--- src/rtl/store_buffer.sv ---
// Store buffer between the EX/MEM pipeline register and a single-port data memory.
// Latency: loads issue combinationally in the request cycle; a buffered store drains
// one or more cycles after it is enqueued. Stalls only on a load hit or an active fence.
module store_buffer #(
  parameter int DEPTH      = 4,
  parameter int DM_ADDRESS = 9,
  parameter int DATA_W     = 32
) (
  input  logic                    clk,
  input  logic                    reset,
  input  logic                    req_read,
  input  logic                    req_write,
  input  logic [DM_ADDRESS-1:0]   req_addr,
  input  logic [DATA_W-1:0]       req_wdata,
  input  logic [2:0]              req_funct3,
  input  logic                    fence,
  output logic                    stall,
  output logic                    mem_read,
  output logic                    mem_write,
  output logic [DM_ADDRESS-1:0]   mem_a,
  output logic [DATA_W-1:0]       mem_wd,
  output logic [2:0]              mem_funct3,
  output logic                    empty,
  output logic [$clog2(DEPTH):0]  count
);

  localparam int PW = $clog2(DEPTH);
  localparam int CW = PW + 1;

  // Entry storage; validity is implied by head/count, so entries need no reset.
  logic [DM_ADDRESS-1:0] addr_q  [DEPTH];
  logic [DATA_W-1:0]     wdata_q [DEPTH];
  logic [2:0]            f3_q    [DEPTH];

  logic [PW-1:0] head_q, head_d;
  logic [PW-1:0] tail_q, tail_d;
  logic [CW-1:0] count_q, count_d;

  logic is_load;
  logic fence_blk;
  logic hit;
  logic load_issue;
  logic drain;
  logic enq;

  // Word-address match against every valid entry; byte offset ignored on purpose.
  always_comb begin
    logic [PW-1:0] off;
    hit = 1'b0;
    off = '0;
    for (int i = 0; i < DEPTH; i++) begin
      off = PW'(i) - head_q;
      if (({1'b0, off} < count_q) &&
          (addr_q[i][DM_ADDRESS-1:2] == req_addr[DM_ADDRESS-1:2])) begin
        hit = 1'b1;
      end
    end
  end

  // Request decode and single-port arbitration: an unblocked load wins, else drain the head.
  always_comb begin
    is_load    = req_read && !req_write;   // read+write together is treated as a store
    fence_blk  = fence && (count_q != '0);
    load_issue = !reset && is_load && !fence_blk && !hit;
    drain      = !reset && !load_issue && (count_q != '0);
    enq        = !reset && req_write && !fence_blk;
    stall      = !reset && (fence_blk || (is_load && hit));
  end

  // Memory port drive; everything held at zero when idle or in reset.
  always_comb begin
    mem_read   = 1'b0;
    mem_write  = 1'b0;
    mem_a      = '0;
    mem_wd     = '0;
    mem_funct3 = 3'b000;
    if (load_issue) begin
      mem_read   = 1'b1;
      mem_a      = req_addr;
      mem_funct3 = req_funct3;
    end else if (drain) begin
      mem_write  = 1'b1;
      mem_a      = addr_q[head_q];
      mem_wd     = wdata_q[head_q];
      mem_funct3 = f3_q[head_q];
    end
  end

  // Pointer and occupancy next-state; a full buffer always drains, so enqueue reuses the slot.
  always_comb begin
    head_d  = head_q;
    tail_d  = tail_q;
    count_d = count_q;
    if (drain) head_d = head_q + PW'(1);
    if (enq)   tail_d = tail_q + PW'(1);
    case ({enq, drain})
      2'b10:   count_d = count_q + CW'(1);
      2'b01:   count_d = count_q - CW'(1);
      default: count_d = count_q;
    endcase
  end

  // Control state registers with synchronous reset.
  always_ff @(posedge clk) begin
    if (reset) begin
      head_q  <= '0;
      tail_q  <= '0;
      count_q <= '0;
    end else begin
      head_q  <= head_d;
      tail_q  <= tail_d;
      count_q <= count_d;
    end
  end

  // Capture an accepted store at the tail slot.
  always_ff @(posedge clk) begin
    if (enq) begin
      addr_q[tail_q]  <= req_addr;
      wdata_q[tail_q] <= req_wdata;
      f3_q[tail_q]    <= req_funct3;
    end
  end

  assign count = reset ? '0 : count_q;
  assign empty = reset || (count_q == '0);

endmodule
--- config.mk ---
export PLATFORM = sky130hd
export DESIGN_NAME = store_buffer
export DESIGN_NICKNAME = d
export VERILOG_FILES = /design/src/rtl/store_buffer.sv
export SDC_FILE = /design/constraint.sdc
export NUM_CORES = 1
export LEC_CHECK = 0
export CORE_MARGIN = 2
export CORE_UTILIZATION = 30
export DETAILED_ROUTE_END_ITERATION = 7
export PLACE_DENSITY = 0.51
export SLEW_MARGIN = 20
export SYNTH_ARGS = -nofsm -noshare
export SYNTH_HDL_FRONTEND = slang
export SYNTH_SLANG_ARGS = --single-unit
--- constraint.sdc ---
create_clock -name clk -period 3.3 [get_ports clk]
set_input_delay 0.66 -clock clk [delete_from_list [all_inputs] [get_ports clk]]
set_output_delay 0.66 -clock clk [all_outputs]
set_load 0.03 [all_outputs]
Word-level counts from Yosys, hierarchy flattened

Memory sizes are Yosys's and may differ from the RTL's. A register that Yosys moved wholly into a read port is not among the register bits.
Cells that the tools add are included.

Input port bits: 49
Memories kept: 3
Word-level logic and storage cells: 72
Bits in writable memories: 176
Latch bits: 0
Flip-flop bits (word level): 7
Bits in read-only memories: 0
Output and inout bits: 51

Memory list:

| memory  | depth | bits a word | rd ports | clocked after memory_dff | wr ports | line | RTL |
|---|---|---|---|---|---|---|---|
| wdata_q | 4     | 32          | 1        | 1                        | 1        | 32   | `logic [DATA_W-1:0] wdata_q [DEPTH];` |
| addr_q  | 4     | 9           | 5        | 1                        | 1        | 31   | `logic [DM_ADDRESS-1:0] addr_q [DEPTH];` |
| f3_q    | 4     | 3           | 1        | 1                        | 1        | 33   | `logic [2:0] f3_q [DEPTH];` |

Multiplexer cells: 23
Reduce and logical (&&, ||, !) cells: 25
Bitwise gates (word level): 0
Equal/unequal tests: 6
Order comparisons: 4
Add/sub/neg operators: 8
Multiply operators: 0
Shifts and indexed selects: 0
Divide/modulo/power cells: 0

Operators with widths:

| kind                                              | count |
|---|---|
| 2-to-1 mux 32 bit                                 | 2 |
| == test 7 bit                                     | 4 |
| 2-to-1 mux 9 bit                                  | 2 |
| logical AND 1 bit                                 | 15 |
| less-than comparator 2 x 3 -> 1 bit               | 4 |
| 2-to-1 mux 2 bit                                  | 6 |
| 2-to-1 mux 1 bit                                  | 9 |
| 2-to-1 mux 3 bit                                  | 3 |
| one-hot mux 3 bit (2 select lines)                | 1 |
| logical NOT 1 bit                                 | 5 |
| adder 2 x 1 -> 2 bit (second input constant)      | 2 |
| subtractor 1 x 2 -> 2 bit (first input constant)  | 2 |
| subtractor 2 bit (first input constant)           | 2 |
| adder 3 x 1 -> 3 bit (second input constant)      | 1 |
| logical NOT 3 bit                                 | 1 |
| nonzero test 3 bit                                | 1 |
| subtractor 3 x 1 -> 3 bit (second input constant) | 1 |
| == test 2 x 1 -> 1 bit (second input constant)    | 1 |
| == test 2 bit (second input constant)             | 1 |
| logical OR 1 bit                                  | 2 |
| nonzero test 2 bit                                | 1 |

Depth between registers and ports, before layout

Word-level depth: 14
Gate-level depth with buffers: 16
Gate-level depth less buffers: 14

Worst setup path after synthesis

Ideal clock, no wire load.

Path type: input -> register
From: input port req_addr[6]
To: register count_q[2]
Setup time: 0.071 ns
Data required time: 3.229 ns
Arrival: 2.993 ns
Stages on the path: 14
Path slack: 0.236 ns
Path buffers: 2
Path through: buf_6 xor2_1 nor4_2 o211ai_2 nand4_4 o21ai_4 buf_6 inv_1 ha_1 inv_1 fa_1 xor2_1 or3_1 a21oi_1

Longest elaborated chain between the ends: 13
Elaborated cells between the ends (all ways): 21
Classes of those cells: eq/ne (6); mux (5); reduce/logical (10)

RTL lines:

| what                                                                     | line | RTL |
|---|---|---|
| start, declared                                                          | 13   | `input logic [DM_ADDRESS-1:0] req_addr,` |
| == test 7 bit                                                            | 54   | `(addr_q[i][DM_ADDRESS-1:2] == req_addr[DM_ADDRESS-1:2])) begin` |
| logical AND 1 bit                                                        | 53   | `if (({1'b0, off} < count_q) &&` |
| 2-to-1 mux 1 bit (3 in series)                                           | 53   |  |
| 2-to-1 mux 1 bit (*)                                                     | 53   |  |
| logical NOT 1 bit (*)                                                    | 64   | `load_issue = !reset && is_load && !fence_blk && !hit;` |
| logical AND 1 bit (*)                                                    | 64   |  |
| logical NOT 1 bit (*)                                                    | 65   | `drain = !reset && !load_issue && (count_q != '0);` |
| logical AND 1 bit (*) (2 in series)                                      | 65   |  |
| == test 2 x 1 -> 1 bit or == test 2 bit (tied branches)                  | 96   | `case ({enq, drain})` |
| one-hot mux 3 bit (2 select lines) or nonzero test 2 bit (tied branches) | --   |  |
| end signal, assigned                                                     | 112  | `count_q <= count_d;` |
| end, declared                                                            | 37   | `logic [CW-1:0] count_q, count_d;` |

Every way passes the cells marked *; elsewhere a longest branch is shown, timed or not.
A chain may end at the register's enable or synchronous reset.

Final worst setup path

From: input port req_addr[8]
To: output port mem_wd[26]

Longest elaborated chain between the ends: 13
Elaborated cells between the ends (all ways): 19
Classes of those cells: eq/ne (4); mux (6); reduce/logical (9)

RTL lines:

| what                            | line | RTL |
|---|---|---|
| == test 7 bit                   | 54   |  |
| logical AND 1 bit               | 53   |  |
| 2-to-1 mux 1 bit (3 in series)  | 53   |  |
| 2-to-1 mux 1 bit (*)            | 53   |  |
| logical NOT 1 bit (*)           | 64   |  |
| logical AND 1 bit (*)           | 64   |  |
| logical NOT 1 bit               | 65   |  |
| logical AND 1 bit (2 in series) | 65   |  |
| 2-to-1 mux 32 bit               | 81   | `end else if (drain) begin` |
| 2-to-1 mux 32 bit (*)           | 77   | `if (load_issue) begin` |
| end, declared                   | 21   | `output logic [DATA_W-1:0] mem_wd,` |

Marked as above.

==> metrics <==
Crit-path slowest cell=bufbuf_16; M1 GR Usage=16.2%; max_slew headroom=a little under two thirds; DIE AREA=27,900 µm²; sequential area share after synthesis=a little under 70%; R2R Path End=count_q[2]; # H-tree levels=4; Power Total=about 0.0074 W; Final period util=between 90% and 100%; largest net degree at the start of global routing=33; warning count from the yosys run=0; ANT cells=0; Reg-to-Reg Start=head_q[1]; CP Buf/Inv Count=5; Final Setup Violations=0; chip height=between 150 and 200 µm; initial core utilization=between 30% and 40%; Worst Hold Class=register to register; CTS tree=built; Synth cell types=42; top-area cell type share of the netlist area=between 60% and 70%; port bufs=a little under 100; grt met3 use=between 4 and 5%; floorplan row count=59; ys async rst share=0%; vias in the first global route=4,781; GR peak layer=met2; Tightest Pin Transition=around 550 ps; clk buf depth=2; crit end category=output port; Clock Root Buffer=clkbuf_16; Congestion Overflow GR=0; IO Pins=100; Reg2Reg Setup Slack=530 ps; GRT Util Overall=13.2%; Post-synth top cells=176 x edfxtp_1, 44 x mux4_2, 30 x xor2_1; Crit Path Category=input pin to output port; P_leak=3.63 nW; Die X=167 µm; clk_skew=approximately 15 ps; final core occ=roughly two fifths; Post-Route WL=around 18 mm; CP dominant cell by count=buf_6; clock sinks=roughly 190; Max-cap violations=0; DRC violations left=0; detailed placer's ending HPWL=11.4 mm; Final Hold Viols=0; GPL Wtd Cong=0.723; via/cell ratio=4.63; count leader, synth=edfxtp_1; crit path DAT=around 2600 ps; TritonCTS Buffers=17; CP Cell Sequence=dlygate4sd2_1 > buf_6 > buf_4 > xor2_2 > nor4_2 > o211ai_2 > nand4_4 > o21ai_4 > bufbuf_16 > nor2b_2 > buf_6; Worst-Skew Late Latency=430 ps; met2 Use GR=a little under a quarter; outcome=finished, final reports clean; Worst Hold End=count_q[1]; clk slew on worst S/H paths=around 70 ps; Layout area overhead=32.3%; largest cells by area after synthesis=edfxtp_1 66%, mux4_2 12%, xor2_1 3.3%, nor2b_2 3.1%, dfxtp_1 2.3%; hold path start=count_q[1]; Mean Syn Cell Area=about 18 µm²; max-slew violation count=0; peak supply drop=between 0.3 and 0.4 mV; Wirelength per Cell=between 15 and 20 µm; via count=around 4,300; Nets=636; FF-to-FF path depth=14; ys flop type=edfxtp_1; 1st-pass router iterations=4; crit path launch type=input pin; Synth Instances=434; layout cell share with drive strength beyond 1=approximately two fifths; initial antenna violation count=0; leading area contributor after synthesis=edfxtp_1; fmax=around 310 MHz; Cell Area, Synth=7980 µm²; setup repair after global routing missed its margin=true; CP top delay family=buffers and inverters; Critical Path RT=roughly 2600 ps; CP max stage delay=between 200 and 300 ps; global-route wire length before repair=~27 mm; PwrDens=around 700 nW/µm²; #FFs+latches synth=between 150 and 200; Worst Hold Depth=2; Iter 0 DRT Violations=203; minimum clock period=approximately 3300 ps; number of synthesized flops with an enable pin=176; Core ar.=26,100 µm²; Final ANT Viol Nets=0; Crit Path Max Fanout=5; Mapped Nets=slightly below 500
cell type report:
class | instances | area (µm²)
clock buffer | 17 | 425
clock inverter | 15 | 185
fill | 2362 | 15500
inverter | 23 | 86.3
multi-input combinational | 202 | 2430
sequential | 185 | 5480
tap | 335 | 419
timing repair buffer | 148 | 1530
stage by stage:
step,TNS (ps),std cells,worst slack (ps),hold slack (ps),instance area (µm²)
finish,0,925,43.7,528,10600
global route,-870,925,-58.7,574,10600
CTS,0,923,3.38,530,10400
detailed placement,-7440,885,-292,541,9590
global placement,-6870,885,-268,523,9590
floorplan,0,434,236,501,7980
worst max-delay path by stage:
stage / from / endpoint / slack, ps / cells after the start
finish: req_addr[8] / mem_wd[26] / 40 / 11
CTS: head_q[0] / mem_wd[11] / 3 / 11
detailed placement: req_addr[8] / count_q[2] / -290 / 14
global route: head_q[1] / mem_wd[8] / -60 / 10
floorplan: req_addr[6] / count_q[2] / 240 / 14
global placement: req_addr[8] / mem_a[8] / -270 / 11
cells in the final DEF, fill, tap and decap left out, types with 2 or more instances in the layout:
cell type,count
a21oi_1,7
and3_2,4
buf_12,15
buf_4,57
buf_6,23
clkbuf_16,17
clkdlybuf4s50_1,45
clkinv_4,4
clkinv_8,4
dfxtp_1,4
dfxtp_2,2
dfxtp_4,3
dlygate4sd2_1,6
edfxtp_1,176
ha_1,8
inv_1,22
inv_6,2
inv_8,3
mux2i_1,10
mux4_2,44
nand2_1,16
nand2b_1,2
nor2_1,9
nor2b_1,5
nor2b_2,21
nor2b_4,9
nor3_1,2
nor3_2,4
nor4_2,4
o211ai_2,3
o311ai_0,2
xor2_1,22
xor2_2,8
flip-flops by register name, indices dropped and copies added (netlist names), named ones only:
| signal | count |
|---|---|
| f3_q | 12 |
| count_q | 3 |
| addr_q | 36 |
| head_q | 2 |
| wdata_q | 128 |
| tail_q | 2 |
tightest hold or removal path, delay by kind of cell, from the launching register on:
kind	cells	cell delay (ps)
simple gates	1	70
flops	1	360
compound gates	1	70
cell families (layout without fill, tap and decap cells):
group / after synthesis / count (layout) / synth area share [%]
buf+inv: 47 / 203 / 3.29
simple gates: 85 / 85 / 7.25
fa+ha+maj: 10 / 10 / 1.66
xor+xnor: 32 / 32 / 3.51
flops: 185 / 185 / 68.5
mux: 56 / 56 / 13.9
compound gates: 19 / 19 / 1.85
metal layers:
metal,routed length [µm],vias up
met2,9220,87
met3,849,11
met5,0,-
met4,145,0
met1,7840,2239
li1,-,1948
power by group:
group	switching [W]	internal (W)
clock network	0.000951	0.00109
registers	0.000155	0.00275
logic	0.00118	0.00126
repair_timing:
item / in CTS / in global routing
hold buffers: 0 / 0
setup buffers: 4 / 3
gates resized for setup: 31 / 35
gates cloned: 2 / 0
pin swaps: 9 / 3
setup endpoints to repair: 46 / 43
endpoints found under the hold margin: 0 / 0
Power figures use the tool's default switching activity.
==> RTL edit 1 (same settings) <==
Set the parameter `DM_ADDRESS` to 18 (it was 9).
--- a/src/rtl/store_buffer.sv
+++ b/src/rtl/store_buffer.sv
@@ -3,7 +3,7 @@
 // one or more cycles after it is enqueued. Stalls only on a load hit or an active fence.
 module store_buffer #(
   parameter int DEPTH      = 4,
-  parameter int DM_ADDRESS = 9,
+  parameter int DM_ADDRESS = 18,
   parameter int DATA_W     = 32
 ) (
   input  logic                    clk,
Interface: changed (resized mem_a and req_addr); port bits go from 100 to 118. The function was not compared with the original's and may differ.
==> RTL edit 1 against the original RTL <==
  * Critical endpoint is now mem_funct3[1]
  * Critical path type unchanged
  * Largest cell class unchanged
  * Setup slack worse by 0.28 ns
  * Cell count is 30% higher
  * Area after synthesis is 26% higher
  * Sequential cell count up 36
  * First-iteration DRC count grew 48%
  * Routed wire length rose by 39%
  * Total power up 19%
  * Sequential power up 16%
  * Design area increased by 28%
  * The run now ends with setup timing left
  * Largest power group unchanged
  * Clock skew grew 0.0019 ns
==> RTL edit 1: results (changes against the original RTL) <==
Status: finished, violations left
Violated checks: setup timing
Gpl congestion: 0.789 (+9.1%)
Share of layout cells above drive strength 1: 45.1% (+4.4 points)
Synth cell types: 41 (-2.4%)
First drt pass iteration count: 5 (+1)
Vias: 5647 (+32%)
Data arrival, critical path: 2.88 ns (+0.28 ns)
Setup_tns: -9.19 ns (-9.19 ns)
Crit path to: mem_funct3[1]
Nets: 811 (+28%)
Post-synth net total: 624 (+27%)
Synth-to-Final Area Change: 34.5%
CTS Buf Count: 25 (+8)
H-Tree Depth: 1 (-3)
Post-Route WL: 25000 um (+39%)
Pin count of the biggest net entering global routing: 54 (+64%)
Warnings, synthesis: 0 (unchanged)
Regs by FF count: wdata_q (128), addr_q (72), f3_q (12)
First-pass GRT wire length: 38500 um (+40%)
Placed insts: 1134 (+28%)
Most frequent cells after synthesis: edfxtp_1, xor2_1, mux4_2
Clock Skew: 0.0169 ns (+0.00193 ns)
Gr usage total: 14.4% (+1.2 points)
Post-synthesis cell count: 556 (+28%)
Reg2Reg Depth: 15 (+1)
Critical path fanouts, max: 6 (+1)
DR iter-0 viols: 300 (+48%)
Slew HR: 65.9% (+2.4 points)
Port Buffers: 117 (+18%)
Reg2reg start: addr_q[1][5]
CTS Root Buffer Type: clkbuf_16
Worst R2R Setup Slack: 0.11 ns (-0.42 ns)
Crit. Startpoint: req_addr[15]
Total leakage power: 0.00463 uW (+27%)
Final setup fails: 55 (+55)
Number of synthesized flops with an enable pin: 212 (+20%)
Dpl ws: -1.03 ns (-0.735 ns)
Final cell count without fillers: 1201 (+30%)
Final setup margin: -0.238 ns (-0.282 ns)
HPWL Detailed: 15400 um (+35%)
Latest clock arrival within the worst-skew pair: 0.52 ns (+0.09 ns)
Sequential area share after synthesis: 65.3% (-3.2 points)
CTS Buffer Depth: 3 (+1)
Peak supply drop: 0.420 mV (+30%)
Synth top area cells: edfxtp_1, mux4_2, xor2_1
Final-layout fill cell count: 3054 (+29%)
Post-DP Area: 11900 um^2 (+24%)
Number of global-route vias before repair: 6391 (+34%)
Hold Path Class: primary input to flop
[RTL edit 1: changes by cell type in the layout (fill, tap and decap cells not counted), sizes merged, moves of 9 or more]
cell / unedited run / this run
clkbuf: 17 / 34
edfxtp: 176 / 212
nand2: 17 / 6
mux4: 44 / 53
xor2: 30 / 66
mux2: 0 / 21
nor4: 4 / 16
nor3b: 0 / 32
inv: 28 / 10
and3: 4 / 25
buf: 95 / 151
mux2i: 12 / 0
nor2b: 35 / 2
[RTL edit 1: how the worst min path moves through the flow]
stage / startpoint / to / slack [ns] / depth (start not counted)
finish: req_addr[12] / addr_q[1][12] / 0.57 / 3
global route: req_addr[12] / addr_q[1][12] / 0.55 / 3
CTS: req_addr[12] / addr_q[1][12] / 0.54 / 3
detailed placement: tail_q[1] / tail_q[1] / 0.57 / 2
global placement: tail_q[1] / tail_q[1] / 0.53 / 2
floorplan: count_q[1] / count_q[1] / 0.50 / 2
[RTL edit 1: final cells by class]
class / count / area share (%)
clock buffers: 32 / 4.83
clock inverters: 11 / 0.575
inverters: 9 / 0.250
multi-input cells: 281 / 26.3
flip-flops and latches: 221 / 48.6
well taps: 442 / 4.10
repair buffers: 205 / 15.3
[RTL edit 1: cell families (layout without fill, tap and decap cells)]
kind of cell	Yosys count	count (layout)	synth area share, %
flops	221	221	65.3
simple gates	111	111	8.28
mux	74	74	14.5
xor+xnor	68	68	5.94
buf+inv	54	257	3.37
compound gates	18	18	1.30
fa+ha+maj	10	10	1.32
[RTL edit 1: power breakdown]
group	leakage, uW	internal, uW	switching (uW)
Combinational	0.00227	1380	1570
Clock	0.000358	1460	1040
Sequential	0.00200	3270	87.4
[RTL edit 1: what timing repair did]
| action | 4_1_cts | 5_1_grt |
|---|---|---|
| pin swaps | 49 | 17 |
| gates cloned | 3 | 1 |
| resized for setup | 179 | 27 |
| buffers inserted | 20 | 3 |
| setup endpoints to repair | 58 | 57 |
| hold endpoints to repair | 0 | 0 |
[RTL edit 1: worst max-delay path, stage by stage]
cell and delay (ns):
dlygate4sd2_1 0.24, buf_6 0.13, buf_4 0.13, xor2_1 0.16, nor4_2 0.19, nand4_1 0.20, o22ai_4 0.25, nor3_4 0.08
buf_4 0.15, buf_6 0.13, buf_6 0.11, mux2_4 0.30, buf_6 0.14
[RTL edit 1: metal layers]
metal,vias up,routed length [um],track usage [%]
met5,-,0,0
met4,0,566,3.48
met3,33,1280,2.85
met2,145,12700,25.1
met1,2925,10500,18.4
li1,2544,-,-
==> RTL edit 2 (same settings) <==
Made on the original files. Register the output `count`, cleared by the reset; this adds one clock of latency there. The other outputs are not delayed to match.
--- a/src/rtl/store_buffer.sv
+++ b/src/rtl/store_buffer.sv
@@ -122,7 +122,13 @@
     end
   end
 
-  assign count = reset ? '0 : count_q;
+  always_ff @(posedge clk) begin
+    if (reset) begin
+      count <= '0;
+    end else begin
+      count <= reset ? '0 : count_q;
+    end
+  end
   assign empty = reset || (count_q == '0);
 
 endmodule
Behaviour: not the same (Yosys sat finds a counterexample within 4 cycles, from zero or initial values and one cycle with reset high).
==> RTL edit 2 against the original RTL <==
  * The run now ends with setup timing left
  * Sequential share of layout area increased by 1.3 points
  * Area after synthesis down 0.67%
  * Global-route usage shrank 0.30 points
  * Core utilization fell by 0.42 points
  * Design area decreased by 1.3%
  * Die area fell by 0.66%
  * Total power decreased by 1.1%
  * Combinational power shrank 4%
  * Routed wire length is 2.1% lower
  * Highest routed layer unchanged
  * Sequential cell count rose by 3
  * Setup slack worse by 0.10 ns
==> RTL edit 2: results (changes against the original RTL) <==
Status: finished, violations left
Violated checks: setup timing
Vias per Instance: 4.56 (-1.6%)
Clock Skew: 0.0127 ns (-0.00226 ns)
Post-Route WL: 17700 um (-2.1%)
Post-CTS Resized: 37 (+19%)
CTS Buffer Depth: 2 (unchanged)
Post-synthesis cell count: 437 (+0.69%)
Post-synthesis xor/xnor area fraction: 3.54% (+0.024 points)
Crit. Startpoint: head_q[1]
Final setup margin: -0.0598 ns (-0.104 ns)
Worst R2R Setup Slack: 0.32 ns (-0.21 ns)
Sequential area share after synthesis: 69.7% (+1.2 points)
Reg2Reg Depth: 15 (+1)
Slowest stage cell, crit path: dfxtp_4
DR iter-0 viols: 176 (-13%)
Data arrival, critical path: 2.70 ns (+0.10 ns)
Top_reg_cell synth: edfxtp_1
Most frequent cells after synthesis: edfxtp_1, mux4_2, nor2b_1
Final setup fails: 23 (+23)
Slowest stage delay, CP: 0.38 ns (+0.09 ns)
Dpl ws: -0.339 ns (-0.0474 ns)
Regs by FF count: wdata_q (128), addr_q (36), f3_q (12)
Setup_tns: -0.562 ns (-0.562 ns)
Synth Area in Adders: 1.67% (+0.011 points)
Avg WL per Cell: 19.1 um (-2.3%)
First-pass GRT wire length: 26800 um (-2.4%)
Compound-cell area share of the yosys netlist: 1.67% (-0.18 points)
Peak supply drop: 0.360 mV (+11%)
Total leakage power: 0.00355 uW (-2.1%)
Post-synth net total: 496 (+0.61%)
Worst-margin pin slew: 0.671 ns (+0.123 ns)
Number of synthesized flops with an enable pin: 176 (unchanged)
Crit path to: mem_a[4]
First drt pass iteration count: 6 (+2)
Post-CTS setup buffer count: 3 (-1)
Share of layout cells above drive strength 1: 37.7% (-3.0 points)
Nets: 639 (+0.47%)
Number of global-route vias before repair: 4571 (-4.4%)
Synth top area cells: edfxtp_1, mux4_2, xor2_1
Fin Hold WS: 0.555 ns (+0.0272 ns)
Gr usage total: 12.9% (-0.30 points)
HPWL Detailed: 10900 um (-4.3%)
Reg2reg start: head_q[0]
Post-synthesis mux area share: 14.0% (+0.095 points)
Min-Delay Endpoint: count[1]
Gpl congestion: 0.759 (+5.0%)
## RTL edit 2: changes by cell type after synthesis, moves of 3 or more
cell	unedited run	this run
o211ai_2	3	0
nor2b_1	7	34
nor2b_2	28	0
o211ai_1	1	4
dfxtp_1	9	12
## RTL edit 2: where the power goes
| part | total, uW | switching, uW | leakage [uW] | internal (uW) |
|---|---|---|---|---|
| Combinational | 2350 | 1150 | 0.00158 | 1200 |
| Clock | 2000 | 878 | 0.000277 | 1120 |
| Sequential | 2940 | 152 | 0.00170 | 2790 |
## RTL edit 2: area by class of cell
class	instances	area [um^2]
inverter	23	86.3
sequential	188	5540
tap	335	419
fill	2420	15600
clock buffer	18	429
timing repair buffer	148	1440
multi-input combinational	202	2360
clock inverter	13	141
## RTL edit 2: metal layers
metal | global-route usage [%] | share of wire [%] | up-vias
met5 | 0 | 0 | -
li1 | - | - | 1946
met1 | 17.8 | 46 | 2181
met4 | 2.92 | 0.75 | 0
met3 | 3.02 | 4.1 | 7
met2 | 20.9 | 49 | 90
